## config.mk

```make
export PLATFORM = sky130hd
export DESIGN_NAME = martian_sol_decoder
export DESIGN_NICKNAME = d
export VERILOG_FILES = /design/src/rtl/martian_pkg.sv /design/src/rtl/martian_days.sv /design/src/rtl/martian_sol_decoder.sv
export SDC_FILE = /design/constraint.sdc
export NUM_CORES = 1
export LEC_CHECK = 0
export BUFFER_PORTS_ARGS = -buffer_cell sky130_fd_sc_hd__buf_2
export CORE_ASPECT_RATIO = 0.6
export CORE_MARGIN = 2
export CORE_UTILIZATION = 40
export CTS_BUF_LIST = sky130_fd_sc_hd__clkbuf_8
export DETAILED_ROUTE_END_ITERATION = 12
export PLACE_DENSITY = 0.62
export SKIP_CTS_REPAIR_TIMING = 1
export SLEW_MARGIN = 20
export SYNTH_ARGS = -nofsm -noshare
export SYNTH_HDL_FRONTEND = slang
export SYNTH_SLANG_ARGS = --single-unit
export TNS_END_PERCENT = 20
```

## constraint.sdc

```tcl
create_clock -name clk -period 5.22 [get_ports clk]
set_input_delay 0.783 -clock clk [delete_from_list [all_inputs] [get_ports clk]]
set_output_delay 0.783 -clock clk [all_outputs]
set_load 0.02 [all_outputs]
```

## src/rtl/martian_pkg.sv

```systemverilog
// Shared Martian calendar types and the month-length rule used by both the
// forward (date -> sol) and inverse (sol -> date) paths.
package martian_pkg;

  localparam int NMONTH    = 24;
  localparam int SOL_W     = 10;
  localparam int YEAR_SOLS = 668;

  typedef logic [4:0] month_t;

  typedef enum logic [1:0] {IDLE, WALK, FAULT} dec_state_t;

  // Every sixth month is short; the last month regains its sol in a leap year.
  function automatic logic [4:0] month_len(month_t m, logic ly);
    if ((m == month_t'(NMONTH - 1)) && ly) begin
      return 5'd28;
    end
    return ((m % 5'd6) == 5'd5) ? 5'd27 : 5'd28;
  endfunction

endpackage

```

## src/rtl/martian_days.sv

```systemverilog
// Month-length decode: flags whether month M is a 27- or 28-sol month.
module martian_days
  import martian_pkg::*;
(
  input  month_t M,
  input  logic   LY,
  output logic   D27,
  output logic   D28
);

  assign D27 = (month_len(M, LY) == 5'd27);
  assign D28 = (month_len(M, LY) == 5'd28);

endmodule

```

## src/rtl/martian_sol_decoder.sv

```systemverilog
// Converts a 0-based sol-of-year into (month, day) by walking months one per
// clock, subtracting each month's length until the remainder fits.
module martian_sol_decoder
  import martian_pkg::*;
(
  input  logic             clk,
  input  logic             rst_n,
  input  logic             start,
  input  logic [SOL_W-1:0] sol,
  input  logic             LY,
  output logic             busy,
  output logic             done,
  output logic             err,
  output logic [4:0]       month,
  output logic [4:0]       day
);

  localparam logic [SOL_W-1:0] LAST_SOL = SOL_W'(YEAR_SOLS - 1);

  dec_state_t       state_q, state_d;
  logic [SOL_W-1:0] rem_q, rem_d;
  month_t           mcnt_q, mcnt_d;
  logic             ly_q, ly_d;
  logic             busy_q, busy_d;
  logic             done_q, done_d;
  logic             err_q, err_d;
  month_t           month_q, month_d;
  logic [4:0]       day_q, day_d;

  logic             d27, d28;
  logic             len_ok;
  logic [SOL_W-1:0] len;
  logic [SOL_W-1:0] limit;

  martian_days u_days (
    .M   (mcnt_q),
    .LY  (ly_q),
    .D27 (d27),
    .D28 (d28)
  );

  // Exactly one of the two flags must be set; anything else is treated as a fault.
  always_comb begin
    len    = SOL_W'(28);
    len_ok = 1'b1;
    case ({d28, d27})
      2'b01:   len = SOL_W'(27);
      2'b10:   len = SOL_W'(28);
      default: len_ok = 1'b0;
    endcase
  end

  assign limit = LAST_SOL + SOL_W'(LY);

  always_comb begin
    state_d = state_q;
    rem_d   = rem_q;
    mcnt_d  = mcnt_q;
    ly_d    = ly_q;
    busy_d  = busy_q;
    done_d  = 1'b0;
    err_d   = 1'b0;
    month_d = month_q;
    day_d   = day_q;
    case (state_q)
      IDLE: begin
        busy_d = 1'b0;
        if (start) begin
          if (sol <= limit) begin
            state_d = WALK;
            rem_d   = sol;
            ly_d    = LY;
            mcnt_d  = '0;
          end else begin
            state_d = FAULT;
          end
        end
      end
      WALK: begin
        if (!len_ok) begin
          state_d = FAULT;
          busy_d  = 1'b1;
        end else if (rem_q < len) begin
          state_d = IDLE;
          month_d = mcnt_q;
          day_d   = rem_q[4:0] + 5'd1;
          done_d  = 1'b1;
          busy_d  = 1'b0;
        end else if (mcnt_q == month_t'(NMONTH - 1)) begin
          // Remainder left over after the last month: cannot happen for an in-range sol.
          state_d = FAULT;
          busy_d  = 1'b1;
        end else begin
          rem_d  = rem_q - len;
          mcnt_d = mcnt_q + 5'd1;
          busy_d = 1'b1;
        end
      end
      FAULT: begin
        state_d = IDLE;
        done_d  = 1'b1;
        err_d   = 1'b1;
        busy_d  = 1'b0;
      end
      default: begin
        state_d = IDLE;
        busy_d  = 1'b0;
      end
    endcase
  end

  always_ff @(posedge clk or negedge rst_n) begin
    if (!rst_n) begin
      state_q <= IDLE;
      rem_q   <= '0;
      mcnt_q  <= '0;
      ly_q    <= 1'b0;
      busy_q  <= 1'b0;
      done_q  <= 1'b0;
      err_q   <= 1'b0;
      month_q <= '0;
      day_q   <= 5'd1;
    end else begin
      state_q <= state_d;
      rem_q   <= rem_d;
      mcnt_q  <= mcnt_d;
      ly_q    <= ly_d;
      busy_q  <= busy_d;
      done_q  <= done_d;
      err_q   <= err_d;
      month_q <= month_d;
      day_q   <= day_d;
    end
  end

  assign busy  = busy_q;
  assign done  = done_q;
  assign err   = err_q;
  assign month = month_q;
  assign day   = day_q;

endmodule

```

Word-level counts from Yosys, hierarchy flattened
Cells that the tools add are included.

Mux-type cells: 31. Eq/ne operators: 14. Magnitude comparators: 2. Div/mod/pow operators: 1. Add/sub/neg operators: 4. Reductions and logical operators: 8.

Operators by type and width (number): 10-bit two-way mux (5); 5-bit two-way mux (7); 10-bit case mux with 2 select lines (1); 5-bit equality test (second input constant) (3); 10-bit by 1-bit adder with 10-bit output (first input constant) (1); 5-bit by 1-bit adder with 5-bit output (second input constant) (2); 10-bit <= comparator (1); 10-bit < comparator (1); 2-bit two-way mux (5); 2-bit != test (second input constant) (5); 5-bit case mux with 2 select lines (1); 10-bit subtractor (1); 1-bit two-way mux (8); 3-bit two-way mux (2); 3-bit AND reduction (2); 6-bit AND reduction (1); 5-bit by 3-bit equality test with 1-bit output (second input constant) (1); 5-bit by 3-bit modulo with 5-bit output (second input constant) (1); 2-bit by 1-bit equality test with 1-bit output (second input constant) (2); 2-bit equality test (second input constant) (2); 4-bit != test (second input constant) (1); 2-bit case mux with 2 select lines (1); 2-bit zero test (1); 1-bit case mux with 2 select lines (1); other kinds (4) (4).

Register bits after elaboration: 31. Input port bits: 14. Output and inout bits: 13. Logic and storage cells: 69.

Logic depth before layout (Yosys ltp)
Gate-level depths: netlist of run 1.

Depth after elaboration: 12. Gate-level depth with buffers: 23.

Cells and area by module
A second synthesis of run 1 with hierarchy kept.

Cell total of the unflattened synthesis: 240. Area, all modules: 2199.6 um2.

By module, submodules not included: martian_sol_decoder (cells an instance 201, area each 1936.9 um2, times used 1, seq. area each 777.0 um2); martian_days (cells an instance 39, area each 262.8 um2, times used 1, seq. area each 0.0 um2).

Least setup slack after synthesis of run 1
No wires, ideal clock.

Path type: flip-flop to flip-flop. Start point: reg mcnt_q[3]. End point: reg mcnt_q[2]. Cell stages (with the launch flop): 24. Setup slack: 696 ps. Data arrival time: 4409 ps. Buffers on the path: 1. Library setup time: 116 ps. Cell sequence: dfrtp_1 > ha_1 > buf_4 > and2b_1 > o21ai_0 > ha_1 > inv_1 > nor2_1 > nor3_1 > ha_1 > nand3_1 > a21oi_1 > nand2_1 > mux2_4 > nor3_2 > or3_1 > ha_1 > fa_1 > nor2b_1 > o21bai_1 > nand3_2 > nand2_1 > or4_1 > o311ai_0.

Cells in the longest elaborated chain, start to end: 10. Elaborated cells on any way between the ends: 19. Those cells by class: div: 1; order compare: 1; eq/ne: 9; mux: 5; reduce/logical: 3.

RTL lines: start, declared (line martian_sol_decoder.sv:22) `month_t mcnt_q, mcnt_d;`; start signal, assigned (line martian_sol_decoder.sv:126) `mcnt_q <= mcnt_d;`; 5-bit by 3-bit modulo with 5-bit output / 5-bit equality test (equally long branches) (line martian_pkg.sv:18, martian_pkg.sv:15, martian_sol_decoder.sv:89); 5-bit by 3-bit equality test with 1-bit output / 1-bit logical AND (equally long branches) (line martian_pkg.sv:18, martian_pkg.sv:15); 3-bit two-way mux / 1-bit two-way mux (equally long branches) (line martian_pkg.sv:18, martian_pkg.sv:15); 5-bit two-way mux (line martian_pkg.sv:18) `return ((m % 5'd6) == 5'd5) ? 5'd27 : 5'd28;`; 5-bit equality test, on equally long branches (line martian_days.sv:11, martian_days.sv:12); 2-bit by 1-bit equality test with 1-bit output / 2-bit equality test (equally long branches) (line martian_sol_decoder.sv:46) `case ({d28, d27})`; 3-bit two-way mux / 2-bit OR reduction (equally long branches); 10-bit < comparator / 1-bit two-way mux (equally long branches) (line martian_sol_decoder.sv:83, martian_sol_decoder.sv:46); 2-bit != test (no source line); 6-bit AND reduction (no source line) (*).

Mark *: on every way between the ends. The rest lies on a longest branch, timed or not. A chain may end at the register's enable or synchronous reset.

Worst setup path in the final report of run 1
Start point: reg mcnt_q[1]. End point: reg rem_q[5].

Cells in the longest elaborated chain, start to end: 12. Elaborated cells on any way between the ends: 24. Those cells by class: add/sub: 1; div: 1; order compare: 1; eq/ne: 9; mux: 9; reduce/logical: 3.

RTL lines: 5-bit by 3-bit modulo with 5-bit output / 5-bit equality test (equally long branches) (line martian_pkg.sv:18, martian_pkg.sv:15, martian_sol_decoder.sv:89); 5-bit by 3-bit equality test with 1-bit output / 1-bit logical AND (equally long branches) (line martian_pkg.sv:18, martian_pkg.sv:15); 3-bit two-way mux / 1-bit two-way mux (equally long branches) (line martian_pkg.sv:18, martian_pkg.sv:15); 5-bit two-way mux (line martian_pkg.sv:18); 5-bit equality test, on equally long branches (line martian_days.sv:11, martian_days.sv:12); 2-bit by 1-bit equality test with 1-bit output (line martian_sol_decoder.sv:46); 3-bit two-way mux (line martian_sol_decoder.sv:46); 10-bit subtractor (line martian_sol_decoder.sv:94) `rem_d = rem_q - len;`; 10-bit two-way mux (line martian_sol_decoder.sv:89) `end else if (mcnt_q == month_t'(NMONTH - 1)) begin`; 10-bit two-way mux (line martian_sol_decoder.sv:83) `end else if (rem_q < len) begin`; 10-bit two-way mux (line martian_sol_decoder.sv:80) `if (!len_ok) begin`; 10-bit case mux with 2 select lines (line martian_sol_decoder.sv:65) `case (state_q)`; end signal, assigned (line martian_sol_decoder.sv:125) `rem_q <= rem_d;`; end, declared (line martian_sol_decoder.sv:21) `logic [SOL_W-1:0] rem_q, rem_d;`.

Parallel ways exist; a longest one is shown, timed or not. The select of a mux whose other input is x is not followed.

==> results of run 1 <==
metrics by stage:
step	instance area (sq um)	setup slack, ps
after floorplan	2216	695.6
after global placement	2460	528.0
after detailed placement	2460	369.7
after CTS	2577	310.6
after global routing	2580	54.63
final	2580	384.0
power breakdown:
part,switching [mW],internal (mW)
sequential,0.0800,0.330
clock,0.0992,0.154
combinational,0.365,0.210
worst paths after layout:
path | end | slack, ps | cells past startpoint
worst max-delay path | rem_q[5] | 380 | 22
max in group asynchronous | mcnt_q[2] | 4220 | 1
worst min register to register | month[2] | 470 | 2
min in group asynchronous | rem_q[8] | 540 | 1
worst min-delay path | month[2] | 470 | 2
worst max register to register | rem_q[5] | 380 | 22
sequential cells by signal, summed over array words and instances (netlist names):
register and cells:
rem_q 10, err 1, mcnt_q 5, month 5
state_q 2, day 5, done 1, ly_q 1
busy 1
area by class of cell:
cell class,count,area share (%)
inverter,17,2.473
timing repair buffer,36,7.953
clock buffer,6,3.201
tap,66,3.201
multi-input combinational,195,51.70
clock inverter,2,1.358
sequential,31,30.12
Yosys cell counts (2+ instances only):
| library cell | number |
|---|---|
| ha_1 | 16 |
| a21oi_1 | 15 |
| nand2b_1 | 5 |
| and2_1 | 2 |
| nand4_1 | 5 |
| clkbuf_1 | 7 |
| nor2b_1 | 6 |
| o22ai_1 | 4 |
| nand2_1 | 22 |
| nor3_1 | 9 |
| dfrtp_1 | 30 |
| nand3b_1 | 2 |
| mux2i_1 | 3 |
| o311ai_0 | 4 |
| a211oi_1 | 2 |
| buf_2 | 2 |
| xnor2_1 | 2 |
| a31oi_1 | 4 |
| nor4_1 | 5 |
| o21ai_0 | 28 |
| inv_1 | 17 |
| nand3_1 | 13 |
| or3_1 | 3 |
| nor3_2 | 2 |
| nor2_1 | 9 |
| mux2_2 | 3 |
worst reg2reg max path: cells and delay by family (launching register included):
| kind | cells | cell delay [ps] |
|---|---|---|
| adder cells (fa/ha/maj) | 5 | 1420 |
| multiplexers | 1 | 150 |
| flip-flops | 1 | 390 |
| buffers and inverters | 1 | 130 |
| AND/OR/NAND/NOR | 10 | 1810 |
| AO/OA/AOI/OAI | 5 | 860 |
logic make-up after synthesis:
family / share of synthesized area (%)
compound gates: 20.84
xor+xnor: 1.920
fa+ha+maj: 9.938
buf+inv: 4.856
flops: 35.07
mux: 3.557
simple gates: 23.83
metal layers:
metal	routed length (um)	GRT usage, %	vias up	share of wire, %
li1	-	-	995	-
met3	521	4.767	8	9.0
met5	0	0	-	0
met1	3082	31.41	955	53
met4	44	4.110	0	0.76
met2	2122	28.19	98	37
==> impl_metrics.py, run 1 <==
metrics = {
    "synthesis": {
        "ys_seq_area_share_pct": 35.06,
        "ys_top_cells_by_area": "dfrtp_1 (34%), ha_1 (9.0%), o21ai_0 (6.3%)",
        "synth_top_area_share_pct": 33.88,
        "synth_warnings": 0,
        "async_reset_ff_share_pct": 100.0,
        "synth_fp_nets": 284,
        "yosys.cell_types.count": 59,
        "syn_area_sq_um": 2216,
        "synthFlopType": "dfrtp_1",
        "syn_inst": 253,
        "synth_edf_count": 0,
        "syn_area_per_cell_sq_um": 8.758,
        "yosys.area.top_type": "dfrtp_1",
        "ys_seq_elements": 31,
    },
    "setup_path": {
        "end_kind": "register",
        "crit_arrival_ps": 5030,
        "crit_chain": "inv_1 > ha_1 > a31oi_1 > o22ai_1 > ha_1 > nor2b_1 > nor3_1 > ha_1 > nand3_1 > a21oi_1 > nand2_1 > mux2_4 > nor3_2 > or3_1 > ha_1 > fa_1 > nor2b_1 > o21bai_1 > and3_1 > nor2_4 > nand2_2 > a221oi_1",
        "start_kind": "register",
        "max_stage_delay_ps": 430,
        "setup.worst_path.start": "mcnt_q[1]",
        "path_class": "register to register",
        "path_delay_family": "simple AND/OR/NAND/NOR gates",
        "required_ps": 5420,
        "reg2reg_from": "mcnt_q[1]",
        "worstPathMaxFanout": 8,
        "slowest_stage": "or3_1",
        "crit_buf_inv": 1,
        "crit_top_cell": "ha_1",
    },
    "outcome": {
        "status": "finished, final reports clean",
    },
    "clocking": {
        "numCtsBuffers": 5,
        "clk_pin_slew_ps": 80,
        "cts_tree": "built",
        "clkLatencyLatePin_ps": 290,
        "clockBufferDepth": 2,
        "cts_sinks": 31,
        "htree_levels": 2,
        "ctsRootBufferMaster": "clkbuf_8",
    },
    "floorplan": {
        "die_width_um": 100.1,
        "io-pin-count": 27,
        "start_util_pct": 42.57,
        "fp.dieH_um": 61.65,
        "dieArea_sq_um": 6170,
        "fp-row-count": 20,
        "core-area_sq_um": 5205,
    },
    "pwr": {
        "ir_drop_uv": 164.7,
        "pwr_density_cell_nw_per_um2": 480.1,
        "p_leak_nw": 1.179,
        "power_mw": 1.239,
    },
    "route": {
        "postRouteAntennaNets": 0,
        "vias_per_cell": 5.824,
        "drcViolationCount": 0,
        "drt_iter0_markers": 189,
        "detail_route.wl_per_cell_um": 16.35,
        "totalWireLength_um": 5770,
        "dr.pass1.iters": 4,
        "vias": 2056,
    },
    "finish": {
        "final_cell_mix": "dfrtp_1 (30), o21ai_0 (28), buf_2 (26), nand2_1 (22), inv_1 (17)",
        "nets": 317,
        "drive_above_1_share_pct": 21.95,
        "final_common_cell": "dfrtp_1",
        "multi_input_area_sq_um": 1334,
        "regArea_sq_um": 777.0,
        "areaGrowthSynthToFinish_pct": 16.43,
        "fin_util_pct": 49.57,
        "fillers": 511,
        "stdcell_count": 353,
        "antenna_cells": 0,
    },
    "sta": {
        "final-hold-violation-count": 0,
        "clock.fmax_ghz": 0.2068,
        "grt_setup_unrepaired": "false",
        "maxSlewViolCount": 0,
        "min_period_ps": 4836,
        "tns_ps": 0,
        "worst_pin_slew_ps": 713.9,
        "whs_ps": 471.3,
        "setup_viol": 0,
        "maxSlewHeadroom_pct": 52.41,
        "min_period_over_period_pct": 92.64,
        "fin_skew_ps": 10.87,
    },
    "placed_design": {
        "dpl.hpwl_um": 4321,
        "port_buffers": 26,
        "gp_congestion": 0.8738,
        "dp_cells": 345,
    },
    "global_route": {
        "grt_max_degree": 32,
        "overflow": 0,
        "grt_pass1_wl_um": 9453,
        "antenna_found_initial": 0,
        "grt_pass1_vias": 1825,
        "grt_use_total_pct": 20.18,
    },
    "min_path": {
        "hold_start": "month[2]",
        "hold_path.class": "register to register",
    },
    "job": {
        "cap_violations": 0,
    },
}
Power figures use the tool's default switching activity.
==> inputs of run 2 (changes only) <==
--- a/config.mk
+++ b/config.mk
@@ -8,10 +8,10 @@
 export BUFFER_PORTS_ARGS = -buffer_cell sky130_fd_sc_hd__buf_2
 export CORE_ASPECT_RATIO = 0.6
 export CORE_MARGIN = 2
-export CORE_UTILIZATION = 40
+export CORE_UTILIZATION = 50
 export CTS_BUF_LIST = sky130_fd_sc_hd__clkbuf_8
 export DETAILED_ROUTE_END_ITERATION = 12
-export PLACE_DENSITY = 0.62
+export PLACE_DENSITY = 0.74
 export SKIP_CTS_REPAIR_TIMING = 1
 export SLEW_MARGIN = 20
 export SYNTH_ARGS = -nofsm -noshare
==> run 2 against run 1 <==
Against the previous run:
- worst hold slack improved by 4.6 ps
- power fell by 5.4%
- utilization rose by 12 points
==> impl_metrics.py, run 2 (synthesis results as in run 1) <==
metrics = {
    "placed_design": {
        "dp_cells": 337,
        "port_buffers": 26,
        "dpl.hpwl_um": 4247,
        "post-place-ws_ps": 62.46,
        "placed_cell_area_sq_um": 2437,
        "gp_congestion": 0.9517,
    },
    "sta": {
        "min_period_ps": 4906,
        "maxSlewViolCount": 0,
        "fin_ws_ps": 314.5,
        "worst_pin_slew_ps": 696.2,
        "maxSlewHeadroom_pct": 53.59,
        "final-hold-violation-count": 0,
        "clock.fmax_ghz": 0.2039,
        "min_period_over_period_pct": 93.98,
        "setup_viol": 0,
        "fin_skew_ps": 4.690,
    },
    "clocking": {
        "htree_levels": 2,
        "clockBufferDepth": 2,
        "cts_tree": "built",
        "cts_sinks": 31,
        "clk_pin_slew_ps": 70,
        "clkLatencyLatePin_ps": 290,
        "ctsRootBufferMaster": "clkbuf_8",
        "numCtsBuffers": 5,
    },
    "pwr": {
        "ir_drop_uv": 218.8,
        "p_leak_nw": 1.165,
        "pwr_density_cell_nw_per_um2": 457.6,
    },
    "floorplan": {
        "fp.dieH_um": 55.57,
        "dieArea_sq_um": 4998,
        "io-pin-count": 27,
        "fp-row-count": 18,
        "die_width_um": 89.95,
        "core-area_sq_um": 4189,
        "start_util_pct": 52.90,
    },
    "setup_path": {
        "end_kind": "register",
        "r2r_slack_ps": 310,
        "start_kind": "register",
        "required_ps": 5400,
        "cp_num_cells": 21,
        "reg2reg_depth": 21,
        "crit_arrival_ps": 5080,
        "slowest_stage": "dfrtp_2",
        "path_class": "register to register",
        "reg2reg_to": "mcnt_q[3]",
        "crit_chain": "ha_4 > and2b_1 > o21ai_1 > ha_1 > inv_1 > nor2_1 > nor3_2 > ha_1 > a31oi_1 > o21ai_0 > a21oi_1 > nor3_2 > or3_1 > ha_1 > fa_1 > nor2b_1 > o21bai_1 > and3_1 > nor2_4 > nand2_2 > o311ai_0",
        "worstPathMaxFanout": 10,
        "reg2reg_from": "mcnt_q[4]",
        "crit_top_cell": "ha_1",
        "max_stage_delay_ps": 480,
        "path_delay_family": "simple AND/OR/NAND/NOR gates",
        "crit_buf_inv": 1,
    },
    "finish": {
        "final_cell_area_sq_um": 2561,
        "fillers": 391,
        "stdcell_count": 345,
        "drive_above_1_share_pct": 22.46,
        "final_cell_mix": "dfrtp_1 (29), o21ai_0 (27), buf_2 (26), nand2_1 (22), inv_1 (18)",
        "nets": 315,
        "largest_reg_flops": 10,
        "areaGrowthSynthToFinish_pct": 15.58,
        "top_register": "rem_q",
        "final_common_cell": "dfrtp_1",
        "antenna_cells": 0,
    },
    "min_path": {
        "hold_path.class": "register to register",
        "hold_depth": 2,
        "hold_end": "day[2]",
        "hold_start": "day[2]",
    },
    "outcome": {
        "status": "finished, final reports clean",
    },
    "route": {
        "vias": 2043,
        "dr.pass1.iters": 5,
        "vias_per_cell": 5.922,
        "drcViolationCount": 0,
        "postRouteAntennaNets": 0,
        "drt_iter0_markers": 237,
        "totalWireLength_um": 5593,
        "detail_route.wl_per_cell_um": 16.21,
    },
    "global_route": {
        "overflow": 0,
        "grt_pass1_vias": 1789,
        "grt_use_total_pct": 23.40,
        "grt_max_degree": 32,
        "antenna_found_initial": 0,
        "grt_pass1_wl_um": 9177,
    },
    "job": {
        "cap_violations": 0,
    },
}
run 2: layout make-up:
cell class / instances / area, sq um / share of cell area (%)
clock buffers: 6 / 82.58 / 3.224
well taps: 60 / 75.07 / 2.931
repair buffers: 34 / 190.2 / 7.425
flip-flops and latches: 31 / 778.2 / 30.39
inverters: 17 / 63.81 / 2.491
clock inverters: 2 / 8.758 / 0.3420
multi-input cells: 195 / 1363 / 53.20
run 2: layer usage:
metal	routed length, um	track usage (%)	vias up
met5	0	0	-
met4	37	3.956	0
met3	531	6.958	5
met2	2217	32.25	89
met1	2806	36.29	957
li1	-	-	992
run 2: stage by stage:
stage / TNS (ps) / util (%) / hold WS [ps] / total power, mW
4_1_cts: 0 / 60.36 / 480.8 / 1.165
3_3_place_gp: 0 / 58.18 / 455.3 / 0.9556
5_1_grt: -7.503 / 61.14 / 494.2 / 1.255
3_5_place_dp: 0 / 58.18 / 466.2 / 0.9669
2_1_floorplan: 0 / - / 455.8 / 0.7848
6_report: 0 / 61.14 / 476.0 / 1.172
run 2: power breakdown:
part	internal (mW)	switching [mW]	leakage [nW]
combinational	0.203	0.365	0.722
clock	0.104	0.0899	0.0524
sequential	0.330	0.0800	0.391
total	0.638	0.534	1.16
run 2: worst max-delay path by stage:
| stage | startpoint | end | slack, ps |
|---|---|---|---|
| 6_report | mcnt_q[4] | mcnt_q[3] | 310 |
| 5_1_grt | mcnt_q[4] | rem_q[5] | -8 |
| 4_1_cts | mcnt_q[4] | mcnt_q[4] | 50 |
| 3_5_place_dp | mcnt_q[4] | mcnt_q[4] | 60 |
| 3_3_place_gp | mcnt_q[4] | mcnt_q[3] | 400 |
| 2_1_floorplan | mcnt_q[3] | mcnt_q[2] | 700 |
run 2: worst register-to-register path, stage by stage, from the launching register on:
cell      delay [ps]
dfrtp_2          480
ha_4             230
and2b_1          200
o21ai_1          180
ha_1             240
inv_1            100
nor2_1           150
nor3_2            60
ha_1             230
a31oi_1          140
o21ai_0          160
a21oi_1          190
nor3_2            60
or3_1            430
ha_1             250
fa_1             380
nor2b_1          190
o21bai_1         150
and3_1           280
nor2_4           170
nand2_2          160
o311ai_0         360
